File: src/rtl/vending_fsm_param.sv
// Parametrised drink vending controller. Buttons are synchronised and
// edge-detected, credit saturates at MAX_CREDIT, each product has its own
// price, dispense is held for HOLD_TICKS slow ticks and leftover credit is
// paid back one change pulse per tick. The slow tick is a clock enable.
module vending_fsm_param #(
  parameter int                         CREDIT_W    = 4,
  parameter int                         MAX_CREDIT  = 9,
  parameter int                         N_PROD      = 3,
  parameter logic [N_PROD*CREDIT_W-1:0] PRICES      = {4'd3, 4'd2, 4'd1},
  parameter int                         TICK_CYCLES = 50_000_000,
  parameter int                         HOLD_TICKS  = 2,
  parameter int                         AUTO_CHANGE = 1
) (
  input  logic                clk,
  input  logic                rst_n,
  input  logic                btn_coin,
  input  logic [N_PROD-1:0]   btn_sel,
  input  logic                btn_cancel,
  output logic [N_PROD-1:0]   dispense,
  output logic                change_pulse,
  output logic [CREDIT_W-1:0] credit,
  output logic                busy,
  output logic                coin_reject,
  output logic                sel_nack
);

  localparam int N_BTN = N_PROD + 2;
  localparam int TW    = (TICK_CYCLES > 1) ? $clog2(TICK_CYCLES) : 1;
  localparam int HW    = (HOLD_TICKS > 1) ? $clog2(HOLD_TICKS) : 1;
  localparam int IW    = (N_PROD > 1) ? $clog2(N_PROD) : 1;

  localparam logic [TW-1:0]       TICK_LAST   = TW'(TICK_CYCLES - 1);
  localparam logic [HW-1:0]       HOLD_LAST   = HW'(HOLD_TICKS - 1);
  localparam logic [CREDIT_W-1:0] CREDIT_MAX  = CREDIT_W'(MAX_CREDIT);
  localparam logic [CREDIT_W-1:0] CREDIT_ZERO = {CREDIT_W{1'b0}};
  localparam logic [CREDIT_W-1:0] CREDIT_ONE  = CREDIT_W'(1);

  typedef enum logic [1:0] {
    S_IDLE   = 2'd0,
    S_VEND   = 2'd1,
    S_CHANGE = 2'd2
  } state_t;

  // registered state
  logic [N_BTN-1:0]    btn_meta_r, btn_sync_r, btn_prev_r;
  state_t              state_r;
  logic [CREDIT_W-1:0] credit_r;
  logic [N_PROD-1:0]   dispense_r;
  logic                change_pulse_r, busy_r, coin_reject_r, sel_nack_r;
  logic                cancel_pend_r;
  logic [TW-1:0]       tick_cnt_r;
  logic [HW-1:0]       hold_cnt_r;

  // event decode and datapath
  logic [N_BTN-1:0]    btn_ev_s;
  logic                coin_ev_s, cancel_ev_s, tick_s;
  logic [N_PROD-1:0]   sel_ev_s, sel_onehot_s;
  logic                sel_hit_s;
  logic [IW-1:0]       sel_idx_s;
  logic [CREDIT_W-1:0] sel_price_s, base_credit_s, credit_coin_s;
  logic                cancel_go_s, vend_ok_s, coin_acc_s;

  // next-state values
  state_t              state_nxt_s;
  logic [CREDIT_W-1:0] credit_nxt_s;
  logic [N_PROD-1:0]   dispense_nxt_s;
  logic                change_nxt_s, reject_nxt_s, nack_nxt_s, pend_nxt_s;
  logic [TW-1:0]       tick_nxt_s;
  logic [HW-1:0]       hold_nxt_s;

  // Two-flop synchroniser plus previous-value flop for rising-edge strobes.
  always_ff @(posedge clk or negedge rst_n) begin
    if (!rst_n) begin
      btn_meta_r <= {N_BTN{1'b0}};
      btn_sync_r <= {N_BTN{1'b0}};
      btn_prev_r <= {N_BTN{1'b0}};
    end else begin
      btn_meta_r <= {btn_cancel, btn_sel, btn_coin};
      btn_sync_r <= btn_meta_r;
      btn_prev_r <= btn_sync_r;
    end
  end

  assign btn_ev_s    = btn_sync_r & ~btn_prev_r;
  assign coin_ev_s   = btn_ev_s[0];
  assign sel_ev_s    = btn_ev_s[N_PROD:1];
  assign cancel_ev_s = btn_ev_s[N_PROD+1];
  assign tick_s      = (tick_cnt_r == TICK_LAST);

  // Lowest-index select strobe wins: scan downwards so index 0 is written last.
  always_comb begin
    sel_hit_s = 1'b0;
    sel_idx_s = {IW{1'b0}};
    for (int i = N_PROD - 1; i >= 0; i--) begin
      sel_hit_s = sel_hit_s | sel_ev_s[i];
      sel_idx_s = sel_ev_s[i] ? IW'(i) : sel_idx_s;
    end
  end

  assign sel_price_s  = PRICES[int'(sel_idx_s) * CREDIT_W +: CREDIT_W];
  assign sel_onehot_s = N_PROD'(1'b1) << sel_idx_s;

  // A coin always makes credit non-zero (MAX_CREDIT >= 1), so a cancel that
  // arrives with a coin is honoured even from zero credit.
  assign cancel_go_s   = cancel_ev_s && ((credit_r != CREDIT_ZERO) || coin_ev_s);
  // Price is compared against the pre-event credit; the coin lands afterwards.
  assign vend_ok_s     = (state_r == S_IDLE) && !cancel_go_s && sel_hit_s &&
                         (credit_r >= sel_price_s);
  assign base_credit_s = vend_ok_s ? (credit_r - sel_price_s) : credit_r;
  assign coin_acc_s    = coin_ev_s && (state_r != S_CHANGE) && (base_credit_s < CREDIT_MAX);
  assign credit_coin_s = coin_acc_s ? (base_credit_s + CREDIT_ONE) : base_credit_s;

  // Next-state, credit and output decode for the IDLE / VEND / CHANGE machine.
  always_comb begin
    state_nxt_s    = state_r;
    credit_nxt_s   = credit_coin_s;
    dispense_nxt_s = dispense_r;
    change_nxt_s   = 1'b0;
    reject_nxt_s   = coin_ev_s & ~coin_acc_s;
    nack_nxt_s     = 1'b0;
    pend_nxt_s     = cancel_pend_r;
    hold_nxt_s     = hold_cnt_r;
    tick_nxt_s     = tick_s ? {TW{1'b0}} : (tick_cnt_r + TW'(1));
    case (state_r)
      S_IDLE: begin
        if (cancel_go_s) begin
          state_nxt_s = S_CHANGE;
          tick_nxt_s  = {TW{1'b0}};
        end else if (vend_ok_s) begin
          state_nxt_s    = S_VEND;
          dispense_nxt_s = sel_onehot_s;
          hold_nxt_s     = {HW{1'b0}};
          tick_nxt_s     = {TW{1'b0}};
        end else begin
          nack_nxt_s = sel_hit_s;
        end
      end
      S_VEND: begin
        pend_nxt_s = cancel_pend_r | cancel_ev_s;
        if (tick_s && (hold_cnt_r == HOLD_LAST)) begin
          dispense_nxt_s = {N_PROD{1'b0}};
          pend_nxt_s     = 1'b0;
          if ((credit_coin_s != CREDIT_ZERO) &&
              ((AUTO_CHANGE != 0) || cancel_pend_r || cancel_ev_s)) begin
            state_nxt_s = S_CHANGE;
            tick_nxt_s  = {TW{1'b0}};
          end else begin
            state_nxt_s = S_IDLE;
          end
        end else if (tick_s) begin
          hold_nxt_s = hold_cnt_r + HW'(1);
        end else begin
          hold_nxt_s = hold_cnt_r;
        end
      end
      S_CHANGE: begin
        if (tick_s) begin
          if (credit_r != CREDIT_ZERO) begin
            credit_nxt_s = credit_r - CREDIT_ONE;
            change_nxt_s = 1'b1;
          end else begin
            credit_nxt_s = credit_r;
          end
          state_nxt_s = (credit_r <= CREDIT_ONE) ? S_IDLE : S_CHANGE;
        end else begin
          credit_nxt_s = credit_r;
        end
      end
      default: begin
        state_nxt_s    = S_IDLE;
        credit_nxt_s   = CREDIT_ZERO;
        dispense_nxt_s = {N_PROD{1'b0}};
        pend_nxt_s     = 1'b0;
      end
    endcase
  end

  // State, credit and registered outputs.
  always_ff @(posedge clk or negedge rst_n) begin
    if (!rst_n) begin
      state_r        <= S_IDLE;
      credit_r       <= CREDIT_ZERO;
      dispense_r     <= {N_PROD{1'b0}};
      change_pulse_r <= 1'b0;
      busy_r         <= 1'b0;
      coin_reject_r  <= 1'b0;
      sel_nack_r     <= 1'b0;
      cancel_pend_r  <= 1'b0;
      tick_cnt_r     <= {TW{1'b0}};
      hold_cnt_r     <= {HW{1'b0}};
    end else begin
      state_r        <= state_nxt_s;
      credit_r       <= credit_nxt_s;
      dispense_r     <= dispense_nxt_s;
      change_pulse_r <= change_nxt_s;
      busy_r         <= (state_nxt_s != S_IDLE);
      coin_reject_r  <= reject_nxt_s;
      sel_nack_r     <= nack_nxt_s;
      cancel_pend_r  <= pend_nxt_s;
      tick_cnt_r     <= tick_nxt_s;
      hold_cnt_r     <= hold_nxt_s;
    end
  end

  assign dispense     = dispense_r;
  assign change_pulse = change_pulse_r;
  assign credit       = credit_r;
  assign busy         = busy_r;
  assign coin_reject  = coin_reject_r;
  assign sel_nack     = sel_nack_r;

endmodule

File: config.mk
export PLATFORM = sky130hd
export DESIGN_NAME = vending_fsm_param
export DESIGN_NICKNAME = d
export VERILOG_FILES = /design/src/rtl/vending_fsm_param.sv
export SDC_FILE = /design/constraint.sdc
export NUM_CORES = 1
export LEC_CHECK = 0
export BUFFER_PORTS_ARGS = -buffer_cell sky130_fd_sc_hd__buf_4
export CORE_ASPECT_RATIO = 0.9
export CORE_MARGIN = 4
export CORE_UTILIZATION = 49
export DETAILED_ROUTE_END_ITERATION = 12
export PLACE_DENSITY = 0.64
export REMOVE_ABC_BUFFERS = 1
export SLEW_MARGIN = 20
export SYNTH_ARGS = -nofsm -noshare
export SYNTH_HDL_FRONTEND = slang
export SYNTH_SLANG_ARGS = --single-unit
File: constraint.sdc
create_clock -name clk -period 4.8 [get_ports clk]
set_clock_uncertainty 0.1 [all_clocks]
set_input_delay 0.48 -clock clk [delete_from_list [all_inputs] [get_ports clk]]
set_output_delay 0.48 -clock clk [all_outputs]
set_load 0.05 [all_outputs]
=== Yosys cells after proc, flatten, opt, wreduce, memory -nomap -nowiden ===
Index checks and enable logic that the tools add are counted.

* Flip-flop bits (word level): 55

* Bitwise logic cells: 7
* Reductions and logical operators: 18
* $lt $le $gt $ge: 3
* Equal/unequal tests: 11
* Add/subtract/negate cells: 5
* Multiplexer cells: 36
* Shifts and indexed selects: 2

{| class="wikitable"
|+ Operators with widths
! operator !! number
|-
| two-way mux 26 bit || 5
|-
| one-hot mux 26 bit (2 select lines) || 1
|-
| adder 26 x 1 -> 26 bit (second input constant) || 1
|-
| == test 26 bit (second input constant) || 1
|-
| two-way mux 2 bit || 9
|-
| two-way mux 4 bit || 4
|-
| inequality test 2 bit (second input constant) || 8
|-
| indexed part select 12 x 5 -> 4 bit (first input constant) || 1
|-
| two-way mux 1 bit || 10
|-
| two-way mux 3 bit || 3
|-
| one-hot mux 3 bit (3 select lines) || 1
|-
| one-hot mux 4 bit (2 select lines) || 1
|-
| nonzero test 4 bit || 2
|-
| logical AND 1 bit || 7
|-
| one-hot mux 2 bit (3 select lines) || 1
|-
| AND 5 bit || 1
|-
| inverter 5 bit || 1
|-
| AND reduction 5 bit || 1
|-
| adder 4 x 1 -> 4 bit (second input constant) || 1
|-
| greater-or-equal comparator 4 bit || 1
|-
| less-or-equal comparator 4 x 1 -> 1 bit (second input constant) || 1
|-
| < comparator 4 bit (second input constant) || 1
|-
| AND reduction 4 bit || 1
|-
| nonzero test 2 bit || 2
|-
| 15 further kinds || 17
|}

=== Logic depth before layout (Yosys ltp) ===
* Depth after elaboration: 17
* Mapped depth: 12

=== Least setup slack after synthesis ===
No wires, ideal clock.

* Path kind: reg2reg
* From: register credit_r[0] (netlist: credit[0])
* To: register credit_r[2] (netlist: credit[2])
* Period minus slack after synthesis: 3.185 ns
* Data required time: 4.580 ns
* Arrival: 2.965 ns
* Stages on the path, launching flop included: 9
* Setup time: 0.120 ns
* Path slack: 1.615 ns
* Path through: dfrtp_1 > inv_1 > ha_1 > fa_1 > a32o_2 > or4_4 > a211oi_4 > nand4_1 > a31o_1

* Cells in the longest elaborated chain, start to end: 12

{| class="wikitable"
|+ RTL lines
! item !! line !! source
|-
| start: declaration || 47 || <nowiki>logic [CREDIT_W-1:0] credit_r;</nowiki>
|-
| start signal: assignment || 193 || <nowiki>credit_r <= credit_nxt_s;</nowiki>
|-
| nonzero test 4 bit || 105, 158 ||
|-
| logical OR 1 bit || 105 || <nowiki>assign cancel_go_s = cancel_ev_s && ((credit_r != CREDIT_ZERO) || coin_ev_s);</nowiki>
|-
| logical AND 1 bit || 105 ||
|-
| logical NOT 1 bit || 107 || <nowiki>assign vend_ok_s = (state_r == S_IDLE) && !cancel_go_s && sel_hit_s &&</nowiki>
|-
| logical AND 1 bit (3 in a row) || 107 ||
|-
| two-way mux 4 bit || 109 || <nowiki>assign base_credit_s = vend_ok_s ? (credit_r - sel_price_s) : credit_r;</nowiki>
|-
| < comparator 4 bit || 110 || <nowiki>assign coin_acc_s = coin_ev_s && (state_r != S_CHANGE) && (base_credit_s < CREDIT_MAX);</nowiki>
|-
| logical AND 1 bit || 110 ||
|-
| two-way mux 4 bit || 111 || <nowiki>assign credit_coin_s = coin_acc_s ? (base_credit_s + CREDIT_ONE) : base_credit_s;</nowiki>
|-
| one-hot mux 4 bit (2 select lines) || 124 || <nowiki>case (state_r)</nowiki>
|}

Several ways; a longest one is shown, not always the timed one. The select of a mux whose other input is x is not followed.
A chain may end at the register's enable or synchronous reset.

=== Worst setup path in the final report ===
* From: register btn_sync_r[2]
* To: register credit_r[2] (netlist: credit[2])

* Cells in the longest elaborated chain, start to end: 11

{| class="wikitable"
|+ RTL lines
! item !! line !! source
|-
| start: declaration || 45 || <nowiki>logic [N_BTN-1:0] btn_meta_r, btn_sync_r, btn_prev_r;</nowiki>
|-
| start signal: assignment || 75 || <nowiki>btn_sync_r <= {N_BTN{1'b0}};</nowiki>
|-
| start signal: assignment || 79 || <nowiki>btn_sync_r <= btn_meta_r;</nowiki>
|-
| AND 5 bit * || 84 || <nowiki>assign btn_ev_s = btn_sync_r & ~btn_prev_r;</nowiki>
|-
| two-way mux 2 bit (2 in a row) || 96 || <nowiki>sel_idx_s = sel_ev_s[i] ? IW'(i) : sel_idx_s;</nowiki>
|-
| indexed part select 12 x 5 -> 4 bit || 100 || <nowiki>assign sel_price_s = PRICES[int'(sel_idx_s) * CREDIT_W +: CREDIT_W];</nowiki>
|-
| greater-or-equal comparator 4 bit || 108 || <nowiki>(credit_r >= sel_price_s);</nowiki>
|-
| logical AND 1 bit || 107 ||
|-
| two-way mux 4 bit * || 109 ||
|-
| < comparator 4 bit || 110 ||
|-
| logical AND 1 bit || 110 ||
|-
| two-way mux 4 bit * || 111 ||
|-
| one-hot mux 4 bit (2 select lines) * || 124 ||
|}

Every way passes the cells marked *; elsewhere a longest branch is shown, timed or not.

==> PnR_summary.wiki <==
{| class="wikitable"
! Metric !! Value
|-
| Sequential area share after synthesis || 48.1%
|-
| Capture instance of the worst register-to-register path || credit[2]
|-
| Cell row count || 26
|-
| Buffering stage count on the worst path with inverters included || 0
|-
| Via density per instance || 5.76
|-
| Uppermost layer routed || met4
|-
| Met1 Wirelength || 2.79 mm
|-
| DRC viols || 0
|-
| Number of antenna violations at the first check in global routing || 0
|-
| 1st-pass router iterations || 4
|-
| Flops & latches, synth || 55
|-
| Number of post-CTS setup repair buffers || 0
|-
| Vertical die dimension || 80.5 µm
|-
| Clock buffer depth || 2
|-
| Overall track demand over capacity in global routing || 17.6%
|-
| Worst setup margin || 1.49 ns
|-
| Largest stage delay, worst path || 0.52 ns
|-
| Number of unique standard cell types used by synthesis || 58
|-
| Least-Margin Pin Slew || 0.817 ns
|-
| Worst endpoint required time || 4.90 ns
|-
| Total of fill cells in the finished design || 498
|-
| Number of clock sinks || 55
|-
| Count of cells resized by post-cts repair || 0
|-
| Area growth syn-to-layout || 8.05%
|-
| CTS tree || done
|-
| Total area of multi-input combinational cells || 1390 µm²
|-
| Average wire length per cell after detail routing || 15.7 µm
|-
| Minimum setup slack among reg-to-reg paths || 1.49 ns
|-
| Core outline area || 5660 µm²
|-
| Post-CTS Hold Buffers || 0
|-
| Antenna Diode Count || 0
|-
| Final nets || 299
|-
| Remaining number of nets flagged by the antenna check after routing || 0
|-
| Syn_area_per_cell || 10.6 µm²
|-
| Number of cells in the design after placement || 347
|-
| Clock transition at the registers of the reported paths || 0.10 ns
|-
| Fmax achieved || 302 MHz
|-
| Length of routed met3 wiring || 285 µm
|-
| Prevailing post-synth register cell || dfrtp_1
|-
| Wire length of the first global-routing pass || 9.65 mm
|-
| VDD IR-drop max || 297 µV
|-
| Number of hold-slack violations in the final timing report || 0
|-
| Arrival time at the worst endpoint || 3.42 ns
|-
| PortBufs || 17
|-
| Static power due to leakage || 0.00136 µW
|-
| RR Startpoint || btn_sync_r[2]
|-
| Via count of the first global-routing pass || 1,983
|-
| Most area-consuming cells after synthesis || dfrtp_1 (48%), xor2_1 (6.1%), nor2_1 (4.6%)
|-
| Final TNS setup || 0 ns
|-
| Power Dens Cells || 504 nW/µm²
|-
| Number of enable-type register cells in the synthesized netlist || 0
|-
| Final cell count without fillers || 354
|-
| H-tree level count || 2
|-
| Cell with the biggest individual delay on the critical path || or4_4
|-
| Result of the run || complete, no violations
|-
| Worst setup slack before clock tree synthesis || 1.48 ns
|-
| Relative slew slack || 45.6%
|-
| I/O pin total || 18
|-
| Count of endpoints failing setup in the final report || 0
|-
| Share of the synthesized area in the top cell type || 48.1%
|-
| Class of the most critical hold timing path || in -> async
|-
| Startpoint Class || flip-flop
|-
| CP Cell Sequence || nor2b_1 -> nand2_1 -> ha_1 -> fa_1 -> a32o_2 -> or4_4 -> a211oi_4 -> nand4_1 -> a31o_1
|-
| Total via count after detailed routing || 2,038
|-
| Starting Density || 50.6%
|-
| Final slew viol count || 0
|-
| Clock latency of the later-clocked register in the worst-skew pair || 0.31 ns
|-
| Pin count of the biggest net entering global routing || 56
|-
| Half-perimeter wire length after placement || 3.97 mm
|-
| Number of clock buffers inserted by TritonCTS || 5
|-
| Most used cells in the layout excluding fill and tap cells || dfrtp_1 (55), nor2_1 (35), xor2_1 (20), nand3_1 (17), buf_4 (17)
|-
| Routed wire length || 5.55 mm
|-
| Setup repair after global routing missed its margin || no
|-
| Post-synthesis async set-or-reset flop share || 100%
|-
| Min Clock Period, post-route || 3.31 ns
|-
| Chip width || 88.6 µm
|-
| Library cell used as clock root buffer || clkbuf_8
|-
| Leading cell type in the layout, fill and taps excluded || dfrtp_1
|-
| Met2 Routed Length || 2.39 mm
|-
| Cell family with the largest share of critical-path delay || simple AND/OR/NAND/NOR gates
|-
| Area taken by flip-flops and latches || 1380 µm²
|-
| Overall die area || 7130 µm²
|-
| Post-Syn Instances || 270
|-
| Remaining global-route overflow || 0
|-
| Global placer's final weighted congestion || 0.843
|-
| Number of cell instances on the worst register-to-register path || 9
|-
| Classification of the worst setup path || reg -> reg
|-
| Fraction of layout cells with a size suffix above 1 || 14.1%
|-
| Critical path peak fanout || 7
|-
| Final cycle utilization of the critical path || 69.1%
|-
| Yosys synthesis warning count || 0
|-
| First DRT Iteration DRCs || 118
|-
| Final design utilization || 54.6%
|-
| Syn Std Cell Area || 2860 µm²
|-
| Number of maximum-capacitance constraint violations || 0
|-
| Area leader, netlist || dfrtp_1
|-
| Capturing element type of the critical path || flip-flop
|}
sequential cells by signal, indices dropped and copies added (netlist names):
register	flops
dispense	3
btn_sync_r	5
credit	4
tick_cnt_r	26
change_pulse	1
busy	1
coin_reject	1
hold_cnt_r	1
btn_prev_r	5
sel_nack	1
btn_meta_r	5
state_r	2
how the worst max path moves through the flow:
| stage | cells after the start | slack, ns | start | end |
|---|---|---|---|---|
| 2_1_floorplan | 8 | 1.62 | credit[0] | credit[2] |
| 3_3_place_gp | 9 | 1.60 | btn_sync_r[2] | credit[2] |
| 3_5_place_dp | 8 | 1.48 | btn_sync_r[2] | tick_cnt_r[11] |
| 4_1_cts | 8 | 1.47 | btn_sync_r[2] | tick_cnt_r[9] |
| 5_1_grt | 8 | 1.24 | btn_sync_r[2] | tick_cnt_r[9] |
| 6_report | 9 | 1.49 | btn_sync_r[2] | credit[2] |
stage by stage:
stage / total power [µW] / hold slack (ns) / cell area (µm²)
global route: 1670 / 0.153 / 3090
floorplan: 1120 / 0.0844 / 2790
global placement: 1310 / 0.232 / 3010
finish: 1560 / 0.0965 / 3090
detailed placement: 1310 / 0.237 / 3010
CTS: 1570 / 0.133 / 3090
logic make-up after synthesis:
| group | after synthesis | share of synthesized area, % |
|---|---|---|
| AO/OA/AOI/OAI | 41 | 12.2 |
| XOR/XNOR | 27 | 8.26 |
| adder cells (fa/ha/maj) | 8 | 3.76 |
| buffers and inverters | 18 | 3.50 |
| flip-flops | 55 | 48.1 |
| multiplexers | 2 | 0.743 |
| AND/OR/NAND/NOR | 119 | 23.5 |
power by group:
group          internal, µW  switching, µW
Clock                   102            150
Combinational           245            445
Sequential              523           93.4
Total                   869            688
layout make-up:
| type | instances | share of cell area, % |
|---|---|---|
| flip-flops and latches | 55 | 44.5 |
| clock inverters | 2 | 0.526 |
| repair buffers | 17 | 4.13 |
| inverters | 8 | 0.971 |
| multi-input cells | 197 | 44.8 |
| well taps | 70 | 2.83 |
| clock buffers | 5 | 2.23 |
metal layers:
metal	GRT usage, %	vias up
li1	-	993
met2	26.2	46
met4	4.98	0
met5	0	-
met3	3.08	9
met1	26.2	990
cells in the mapped netlist, types with 4 or more instances:
cell type and number:
nand2b_1 5, inv_1 8, nand4_1 8, a21oi_1 7
nand3_1 17, and4_1 5, ha_1 7, clkbuf_1 4
nor2_1 35, xor2_1 20, nor4_1 4, nand2_1 16
and3_1 4, dfrtp_1 55, xnor2_1 7, buf_6 4
Note: power is estimated with default switching activity, not from simulation.
